**config.mk**
```make
export PLATFORM = sky130hd
export DESIGN_NAME = key_expansion_ctrl
export DESIGN_NICKNAME = d
export VERILOG_FILES = /design/src/rtl/aes_pkg.sv /design/src/rtl/key_expansion_ctrl.sv
export SDC_FILE = /design/constraint.sdc
export NUM_CORES = 1
export LEC_CHECK = 0
export BUFFER_PORTS_ARGS = -buffer_cell sky130_fd_sc_hd__buf_2
export CAP_MARGIN = 20
export CORE_MARGIN = 8
export CORE_UTILIZATION = 48
export CTS_CLUSTER_SIZE = 12
export DETAILED_ROUTE_END_ITERATION = 7
export GPL_TIMING_DRIVEN = 0
export PLACE_DENSITY = 0.77
export SKIP_CTS_REPAIR_TIMING = 1
export SLEW_MARGIN = 10
export SYNTH_ARGS = -nofsm -noshare
export SYNTH_HDL_FRONTEND = slang
export SYNTH_SLANG_ARGS = --single-unit
```
**constraint.sdc**
```tcl
create_clock -name clk -period 2.34 [get_ports clk]
set_clock_uncertainty 0.15 [all_clocks]
set_input_delay 0.468 -clock clk [delete_from_list [all_inputs] [get_ports clk]]
set_output_delay 0.468 -clock clk [all_outputs]
set_load 0.005 [all_outputs]
```
**src/rtl/aes_pkg.sv**
```systemverilog
// Shared types and constants for the AES key expansion control path.
// Holds the controller state encoding and the round/byte geometry.
// Imported by key_expansion_ctrl; no logic lives here.
package aes_pkg;

    typedef enum logic [1:0] {
        IDLE   = 2'd0,
        LOAD   = 2'd1,
        EXPAND = 2'd2,
        DONE   = 2'd3
    } state_t;

    localparam int          NUM_ROUNDS      = 10;
    localparam int          BYTES_PER_BLOCK = 16;
    localparam logic [7:0]  RCON_EN_ALL     = 8'hFF;
    localparam logic [7:0]  RCON_EN_NONE    = 8'h00;

    // Terminal counter values, sized to the 4-bit byte/round counters.
    localparam logic [3:0]  LAST_BYTE  = 4'(BYTES_PER_BLOCK - 1);
    localparam logic [3:0]  LAST_ROUND = 4'(NUM_ROUNDS - 1);

endpackage

```
**src/rtl/key_expansion_ctrl.sv**
```systemverilog
// Purpose: sequences a byte-serial AES-128 key expansion datapath (load 16 key bytes, expand 10 rounds).
// Latency: start sampled at T, LOAD T+1..T+16, EXPAND T+17..T+176, done pulse at T+177.
// Backpressure: none; the datapath consumes one byte per cycle, abort or rst return to IDLE on the next edge.
//
// Ports:
//   clk, rst            - clock, synchronous active-high reset
//   start, abort        - request expansion (IDLE only) / cancel current operation
//   key_req             - external key byte consumed this cycle (LOAD)
//   input_sel, sbox_sel, last_out_sel, bit_out_sel, round_con_enable, round_count
//                       - datapath select lines and round index
//   rk_valid, rk_round  - round-key byte valid and its round number (1..10)
//   busy, done          - LOAD/EXPAND in progress, one-cycle completion pulse
module key_expansion_ctrl
    import aes_pkg::*;
(
    input  logic       clk,
    input  logic       rst,
    input  logic       start,
    input  logic       abort,
    output logic       key_req,
    output logic       input_sel,
    output logic       sbox_sel,
    output logic       last_out_sel,
    output logic       bit_out_sel,
    output logic [7:0] round_con_enable,
    output logic [3:0] round_count,
    output logic       rk_valid,
    output logic [3:0] rk_round,
    output logic       busy,
    output logic       done
);

    state_t     state, state_nx;
    logic [3:0] b, b_nx;
    logic [3:0] r, r_nx;

    always_ff @(posedge clk) begin
        if (rst) begin
            state <= IDLE;
            b     <= 4'd0;
            r     <= 4'd0;
        end else begin
            state <= state_nx;
            b     <= b_nx;
            r     <= r_nx;
        end
    end

    // Next state and counters. Outputs below decode only state/b/r, so
    // start and abort never reach an output combinationally.
    always_comb begin
        state_nx = state;
        b_nx     = b;
        r_nx     = r;

        case (state)
            IDLE: begin
                if (start) begin
                    state_nx = LOAD;
                    b_nx     = 4'd0;
                    r_nx     = 4'd0;
                end
            end
            LOAD: begin
                b_nx = b + 4'd1;
                if (b == LAST_BYTE) begin
                    state_nx = EXPAND;
                    b_nx     = 4'd0;
                end
            end
            EXPAND: begin
                b_nx = b + 4'd1;
                if (b == LAST_BYTE) begin
                    b_nx = 4'd0;
                    if (r == LAST_ROUND) begin
                        // Clear r rather than let it reach 10.
                        state_nx = DONE;
                        r_nx     = 4'd0;
                    end else begin
                        r_nx = r + 4'd1;
                    end
                end
            end
            DONE: begin
                state_nx = IDLE;
                b_nx     = 4'd0;
                r_nx     = 4'd0;
            end
            default: begin
                state_nx = IDLE;
                b_nx     = 4'd0;
                r_nx     = 4'd0;
            end
        endcase

        // Abort overrides everything in the next-state path, including the
        // round increment at the end of a round.
        if (abort) begin
            state_nx = IDLE;
            b_nx     = 4'd0;
            r_nx     = 4'd0;
        end
    end

    // Output decode; defaults are the idle values.
    always_comb begin
        key_req          = 1'b0;
        input_sel        = 1'b1;
        sbox_sel         = 1'b1;
        last_out_sel     = 1'b0;
        bit_out_sel      = 1'b0;
        round_con_enable = RCON_EN_NONE;
        round_count      = 4'd0;
        rk_valid         = 1'b0;
        rk_round         = 4'd0;
        busy             = 1'b0;
        done             = 1'b0;

        case (state)
            LOAD: begin
                key_req = 1'b1;
                busy    = 1'b1;
            end
            EXPAND: begin
                input_sel   = 1'b0;
                busy        = 1'b1;
                rk_valid    = 1'b1;
                rk_round    = r + 4'd1;
                round_count = r;
                // Bytes 0..3 of each round form the first word: it takes the
                // S-box/rcon term; later words chain with the XOR path.
                last_out_sel = (b < 4'd4);
                bit_out_sel  = (b >= 4'd4);
                // Byte 3 feeds the S-box from the saved rotate byte.
                sbox_sel     = (b != 4'd3);
                round_con_enable = (b == 4'd0) ? RCON_EN_ALL : RCON_EN_NONE;
            end
            DONE: begin
                done = 1'b1;
            end
            default: begin
            end
        endcase
    end

endmodule

```
Word level (Yosys, flattened, before mapping)
Cells that the tools add are included.

word-level totals
  output and inout port bits = 24
  input port bits = 4
  register bits = 10
  word-level logic and storage cells = 47

operators by class
  magnitude comparators = 2
  reductions and logical operators = 7
  add/sub/neg operators = 2
  multiplexer cells = 23
  equality and inequality tests = 10

operators by type and width
  cell                   number
  $mux W4                6
  $pmux W4 S3            2
  $mux W8                2
  $add A4 B1 Y4 const B  2
  $eq A4 B4 Y1 const B   2
  $mux W1                8
  $mux W2                4
  $ne A2 B2 Y1 const B   4
  $pmux W2 S4            1
  $eq A2 B2 Y1 const B   2
  $ge A4 B3 Y1 const B   1
  $logic_not A4 Y1       1
  $lt A4 B3 Y1 const B   1
  $ne A4 B2 Y1 const B   1
  $reduce_and A4 Y1      1
  $reduce_or A2 Y1       2
  $reduce_and A3 Y1      1
  $reduce_bool A3 Y1     1
  $eq A2 B1 Y1 const B   1
  $logic_not A2 Y1       1

Depth between registers and ports, before layout
  word-level depth = 4
  depth in mapped cells = 7
  gate-level depth less buffers = 6

Worst setup path after synthesis
Ideal clock, no wire load.

  path kind = register to output
  from = reg state[0]
  to = out round_con_enable[1]
  required time = 1722 ps
  data arrival time = 1321 ps
  slack = 401 ps
  path buffers = 2
  stages on the path, launching flop included = 6
  cell sequence = dfxtp_1 -> inv_1 -> ha_1 -> clkbuf_1 -> and3_1 -> buf_4

on the way
  cells in the longest elaborated chain, start to end = 2

ends and longest elaborated chain
  item                    line                       RTL
  from (decl)             key_expansion_ctrl.sv:33   state_t state, state_nx;
  from (signal assigned)  key_expansion_ctrl.sv:43   state <= state_nx;
  $eq A2 B2 Y1            key_expansion_ctrl.sv:119  case (state)
  $mux W8                 key_expansion_ctrl.sv:119
  to (decl)               key_expansion_ctrl.sv:25   output logic [7:0] round_con_enable,

No other way between the ends.

Final worst setup path
  from = reg state[0]
  to = out round_con_enable[2]

The elaborated chain is that of the path after synthesis.

==> impl_metrics.tcl <==
set metrics [dict create \
    dr.pass1.iters 4 \
    drc 0 \
    power_density_nw_per_um2 360 \
    timing.hold.ws_ns 0.350 \
    ys_ff_latch 10 \
    avgViaCountPerCell 5.22 \
    synth_area_leaders "dfxtp_1, ha_1, buf_4, a21oi_1, nor2b_1" \
    ys_types 30 \
    cts_root_buf "clkbuf_4" \
    cap_violations 0 \
    numCtsBuffers 3 \
    ir_drop_v 0.000309 \
    final_nets 145 \
    wire_per_inst_um 12.9 \
    ys_warn_count 0 \
    fin_crit_sh_pct 95.7 \
    antenna_cells 0 \
    gp_congestion 0.827 \
    grt_overflow_total 0 \
    drive_above_1_share_pct 34.9 \
    initial_core_util_pct 51.9 \
    endpoint_kind "output pin" \
    grt_pass1_vias 728 \
    antenna_found_initial 0 \
    vias 757 \
    grt_pass1_wl_um 3170 \
    yosysTopAreaCell "dfxtp_1" \
    path_class "register to output pin" \
    syn_area_per_cell_um2 7.99 \
    core-area_um2 1520 \
    seqCellArea_um2 201 \
    io_pins 28 \
    fin_ws_ns 0.101 \
    multi_input_area_um2 513 \
    clkSinkCount 10 \
    grt_max_degree 11 \
    clkLatencyLatePin_ns 0.27 \
    n_fill_cell 135 \
    hold_viol 0 \
    setup_viol 0 \
    drtIter0Drc 15 \
    synthArstFlopShare_pct 0 \
    areaGrowthSynthToFinish_pct 23.4 \
    crit_arrival_ns 1.62 \
    finalMaxSlewViolations 0 \
    wirelength_um 1880 \
    path_clk_slew_ns 0.06 \
    dieHeight_um 56.6 \
    status "completed" \
    cts_tree "yes" \
    cts-htree-levels 1 \
    hold_class "register to register" \
    critPathRequiredTime_ns 1.72 \
    ant_nets 0 \
    synth_edf_count 0 \
    rows 14 \
    p_leak_nw 0.469 \
    yosysSeqAreaShare_pct 25.3 \
    dieArea_um2 3200 \
    critPathLaunchType "register" \
    clock.fmax_mhz 447 \
    hpwl_um 1480 \
    layout_min_cycle_time_ns 2.24 \
    syn-num-nets 113 \
    worst_pin_slew_ns 0.595 \
    netlist_top_cells_count "dfxtp_1, ha_1, nor2_1" \
    fin_total_pwr_mw 0.351 \
    die_w_um 56.6 \
    netlist_area_um2 791 \
    ys.flop_type "dfxtp_1" \
    portBuffers 27 \
    pre_cts_ws_ns 0.132 \
    crit_fanout 10 \
    synthCells 99 \
    synth.top_cell.area_share_pct 25.3 \
    track_usage_pct 12.0 \
    slew_headroom_pct 59.8 \
    clock_path_buffers 2 \
]
metrics by stage:
| stage | area, um^2 | setup TNS [ns] | util [%] | instances |
|---|---|---|---|---|
| 6_report | 976 | 0 | 64.0 | 145 |
| 3_5_place_dp | 946 | 0 | 62.1 | 142 |
| 4_1_cts | 968 | -1.23 | 63.5 | 145 |
| 5_1_grt | 976 | -0.0180 | 64.0 | 145 |
| 3_3_place_gp | 946 | 0 | 62.1 | 142 |
| 2_1_floorplan | 791 | 0 | - | 99 |
layout by cell type, fill, tap and decap left out, drive strengths merged, types with 2 or more instances in the layout:
| cell | instances |
|---|---|
| nand3 | 5 |
| inv | 6 |
| buf | 34 |
| and3 | 3 |
| nand4 | 2 |
| nor4b | 2 |
| ha | 10 |
| nand2b | 4 |
| clkbuf | 5 |
| o21ai | 3 |
| dfxtp | 10 |
| a21oi | 9 |
| nor2 | 9 |
| and2 | 5 |
| nand2 | 5 |
| nor2b | 6 |
critical path: stages, from the launching register on:
cell and delay (ns):
dfxtp_2 0.34, inv_1 0.13, ha_1 0.21, clkbuf_2 0.21
and3_4 0.25, buf_4 0.11, buf_2 0.10
report_power, final:
part	internal (mW)	total (mW)	switching [mW]
sequential	0.173	0.175	0.00255
combinational	0.0261	0.0581	0.0320
clock	0.0595	0.118	0.0582
routing by layer:
metal  global-route usage, %  wire, um  vias up
li1                        -         -      392
met1                    12.0       793      333
met2                    19.1       883       27
met3                    6.29       163        5
met4                    7.56        37        0
met5                       0         0        -
cell type report:
| class | count | share of cell area, % |
|---|---|---|
| flip-flops and latches | 10 | 20.6 |
| inverters | 6 | 2.31 |
| multi-input cells | 74 | 52.6 |
| plain buffers | 9 | 6.28 |
| well taps | 16 | 2.05 |
| clock buffers | 3 | 2.31 |
| repair buffers | 27 | 13.8 |
flip-flops by register name (all words and copies together), names as in the netlist:
name / count
state: 2
r: 4
b: 4
final timing paths:
check / from / endpoint / slack [ns] / cells past startpoint
hold / removal: b[0]$_SDFFE_PP0P_ / b[0]$_SDFFE_PP0P_ / 0.35 / 2
setup reg to reg: state[1]$_SDFFE_PP0P_ / r[2]$_SDFFE_PP0P_ / 0.28 / 6
setup / recovery: state[0]$_SDFFE_PP0P_ / round_con_enable[2] / 0.10 / 6
hold reg to reg: b[0]$_SDFFE_PP0P_ / b[0]$_SDFFE_PP0P_ / 0.35 / 2
logic make-up (layout without fill, tap and decap cells):
group	after synthesis	count (layout)	synth area share (%)
simple gates	45	45	32.8
fa+ha+maj	10	10	15.8
flops	10	10	25.3
mux	1	1	1.27
buf+inv	15	45	10.4
compound gates	18	18	14.4
Power figures use the tool's default switching activity.
